$ cat config.mk
export PLATFORM = sky130hd
export DESIGN_NAME = seq_pair_lookup
export DESIGN_NICKNAME = d
export VERILOG_FILES = /design/src/rtl/seq_pkg.sv /design/src/rtl/seq_pair_lookup.sv
export SDC_FILE = /design/constraint.sdc
export NUM_CORES = 1
export LEC_CHECK = 0
export ABC_AREA = 1
export CAP_MARGIN = 5
export CORE_AREA = 3 3 40 42
export DETAILED_ROUTE_END_ITERATION = 16
export DIE_AREA = 0 0 43 45
export GPL_TIMING_DRIVEN = 0
export PLACE_DENSITY_LB_ADDON = 0.2
export SYNTH_ARGS = -nofsm -noshare
export SYNTH_HDL_FRONTEND = slang
export SYNTH_SLANG_ARGS = --single-unit
$ cat constraint.sdc
create_clock -name vclk -period 0.8
set_input_delay 0.08 -clock vclk [all_inputs]
set_output_delay 0.08 -clock vclk [all_outputs]
set_load 0.1 [all_outputs]
$ cat src/rtl/seq_pkg.sv
// Shared definitions for the 8-entry test sequence (generator and checker).
package seq_pkg;
  localparam int SEQ_LEN = 8;

  // Element i lives at SEQ_TABLE[i]; first element AF is index 0.
  localparam logic [SEQ_LEN-1:0][7:0] SEQ_TABLE = {
    8'h8D, 8'h0B, 8'hE2, 8'hFF, 8'h78, 8'hE2, 8'hBC, 8'hAF
  };

  typedef enum logic {SEARCH, LOCKED} state_t;

  function automatic logic [7:0] seq_at(input logic [2:0] idx);
    return SEQ_TABLE[idx];
  endfunction
endpackage

$ cat src/rtl/seq_pair_lookup.sv
// Combinational search for (prev, data) among the 8 consecutive table pairs; idx is data's position.
module seq_pair_lookup
  import seq_pkg::*;
(
  input  logic [7:0] prev,
  input  logic [7:0] data,
  output logic       hit,
  output logic [2:0] idx
);
  always_comb begin
    hit = 1'b0;
    idx = 3'd0;
    for (int i = 0; i < SEQ_LEN; i++) begin
      if (prev == seq_at(3'(i)) && data == seq_at(3'(i + 1))) begin
        hit = 1'b1;
        idx = 3'(i + 1);
      end
    end
  end
endmodule

==> impl_metrics.yaml <==
power_and_ir_drop:
  internal_power_w: 0.000139
  p_seq_share_pct: 0
  ir_worst_vdd_v: 0.000258
  clockPowerShare_pct: 0
  pwr-share-comb_pct: 100.0
  switching_power_w: 0.000139
  leakagePower_nw: 0.434
  powerDensity_nw_per_um2: 315
  switching_share_pct: 49.9
routing:
  first_pass_iters: 3
  vias: 589
  wl_per_cell_um: 8.81
  initialDrtViolationCount: 2
  drc: 0
  wirelength_mm: 1.19
  viasPerCell: 4.36
  antenna_left: 0
global_routing:
  grt_pass1_wl_mm: 2.10
  grt_usage_pct: 13.2
  antenna_found_initial: 0
  gr-total-overflow: 0
  grt_max_degree: 6
  first_global_vias: 550
synth:
  synth-seq-area-share_pct: 0
  ys_top_cells_by_count: "35 x nand2_1, 28 x nor2_1, 17 x inv_1, 6 x nand2_2, 6 x nor2_2"
  syn-cell-area_sq_um: 427
  synth_fp_nets: 116
  syn_inst: 100
  synth_area_per_cell_sq_um: 4.27
  yosys.area.top_type_share_pct: 30.8
  synth.most_common_cell: "nand2_1"
  post-synth-top-area-cell: "nand2_1"
  yosysUniqueCellTypes: 10
  yosys_warnings: 0
  yosys-top-cells-area: "nand2_1 31%, nor2_1 25%, inv_1 15%, nand2_2 8.8%, nor2_2 8.8%"
sta:
  fin_ws_ps: -294
  hold_slack_ps: 730
  rsz0062_at_grt: "true"
  finalSetupViolCount: 4
  final.period_utilization_pct: 137
  hold_viol_final: 0
  clock.fmax_mhz: 914
  worstMarginPinSlew_ps: 255
  drv_slew: 0
  slew_headroom_pct: 82.9
  period_needed_ps: 1090
cells_and_area:
  insertedDiodeCount: 0
  design_area_sq_um: 881
  nClkBuffers: 0
  regArea_sq_um: 0
  seq_cells: 0
  fin_nets: 138
  final_layout_size_suffix_gt1_share_pct: 61.7
  syn_to_final_growth_pct: 106
  fin_util_pct: 68.5
worst_setup_path:
  cp.arrival_ps: 1010
  startpoint: "prev[1]"
  criticalPathCategory: "input pin to output port"
  required_ps: 720
  end_kind: "output port"
  startpoint_type: "input pin"
  crit_end: "hit"
  cp_max_fo: 4
die:
  io_pins: 20
  fp.dieW_um: 43
  die_area_sq_um: 1940
  placementRows: 13
  die_h_um: 45
  coreArea_sq_um: 1280
  floorplan.initialDensity_pct: 33.2
worst_hold_path:
  hp-start: "prev[4]"
  hold_path_class: "input pin to output port"
cts:
  cts_hold_buf: 0
  cts_setup_buffers: 0
placed_design:
  io_buffers: 20
  place_ws_ps: -1740
  place_hpwl_um: 989
  gp_congestion: 0.863
  dpl-instance-area_sq_um: 739
outcome:
  status: "complete, but fails checks"
  violations: "setup timing"
job:
  cap_violations: 0
==> final cells by class <==
cell class,instances,area [sq um]
timing repair buffer,20,272
fill,122,404
inverter,21,111
tap,15,18.8
multi-input combinational,79,479
==> per-stage QoR <==
| stage | total power [W] | setup TNS, ps | cells |
|---|---|---|---|
| 2_1_floorplan | 0.0000982 | -817 | 100 |
| 3_3_place_gp | 0.000226 | -6730 | 135 |
| 3_5_place_dp | 0.000229 | -6770 | 135 |
| 4_1_cts | 0.000252 | -1050 | 135 |
| 5_1_grt | 0.000305 | -1310 | 135 |
| 6_report | 0.000278 | -1050 | 135 |
==> layer usage <==
layer	vias to the layer above	track usage (%)	share of wire, %
met3	0	0	3.9
li1	327	-	-
met4	0	0	0
met1	252	16.2	41
met2	10	27.2	55
met5	-	0	0
==> power by group through the flow <==
stage          logic [W]  registers, W  clock network, W
4_1_cts         0.000252             0                 0
3_5_place_dp    0.000229             0                 0
6_report        0.000278             0                 0
3_3_place_gp    0.000226             0                 0
2_1_floorplan  0.0000982             0                 0
5_1_grt         0.000305             0                 0
==> cell usage in the layout, fill, tap and decap left out, types with 2 or more instances in the layout <==
cell,synthesis,final
nor2_2,6,8
inv_2,3,7
nand2_1,35,17
buf_6,0,13
nor2_4,1,7
inv_6,0,2
nor2_1,28,20
inv_1,17,7
nand4_1,2,2
buf_12,0,4
inv_8,0,2
nand2_4,0,5
inv_4,1,3
buf_8,0,3
nand2_2,6,18
==> worst min-delay path by stage <==
stage / depth (start not counted) / end / slack (ps)
6_report: 7 / idx[1] / 730
5_1_grt: 7 / idx[1] / 780
3_3_place_gp: 8 / idx[1] / 1940
4_1_cts: 7 / idx[1] / 750
3_5_place_dp: 8 / idx[1] / 1950
2_1_floorplan: 6 / idx[2] / 660
==> cells by family after synthesis <==
group,after synthesis,synth area share (%)
simple gates,79,80.9
buf+inv,21,19.1
==> critical path, cell delays in order <==
cell	delay [ps]
buf_6	100
inv_1	50
nor2_1	30
nand2_1	70
nor2_2	60
nand2_2	80
nand2_4	60
nor2_4	240
nand2_8	70
buf_12	160
==> repair_timing <==
action	CTS	global route
resized for setup	141	22
endpoints found under the setup margin	4	4
pin swaps	20	12
(Power assumes the default switching activity.)
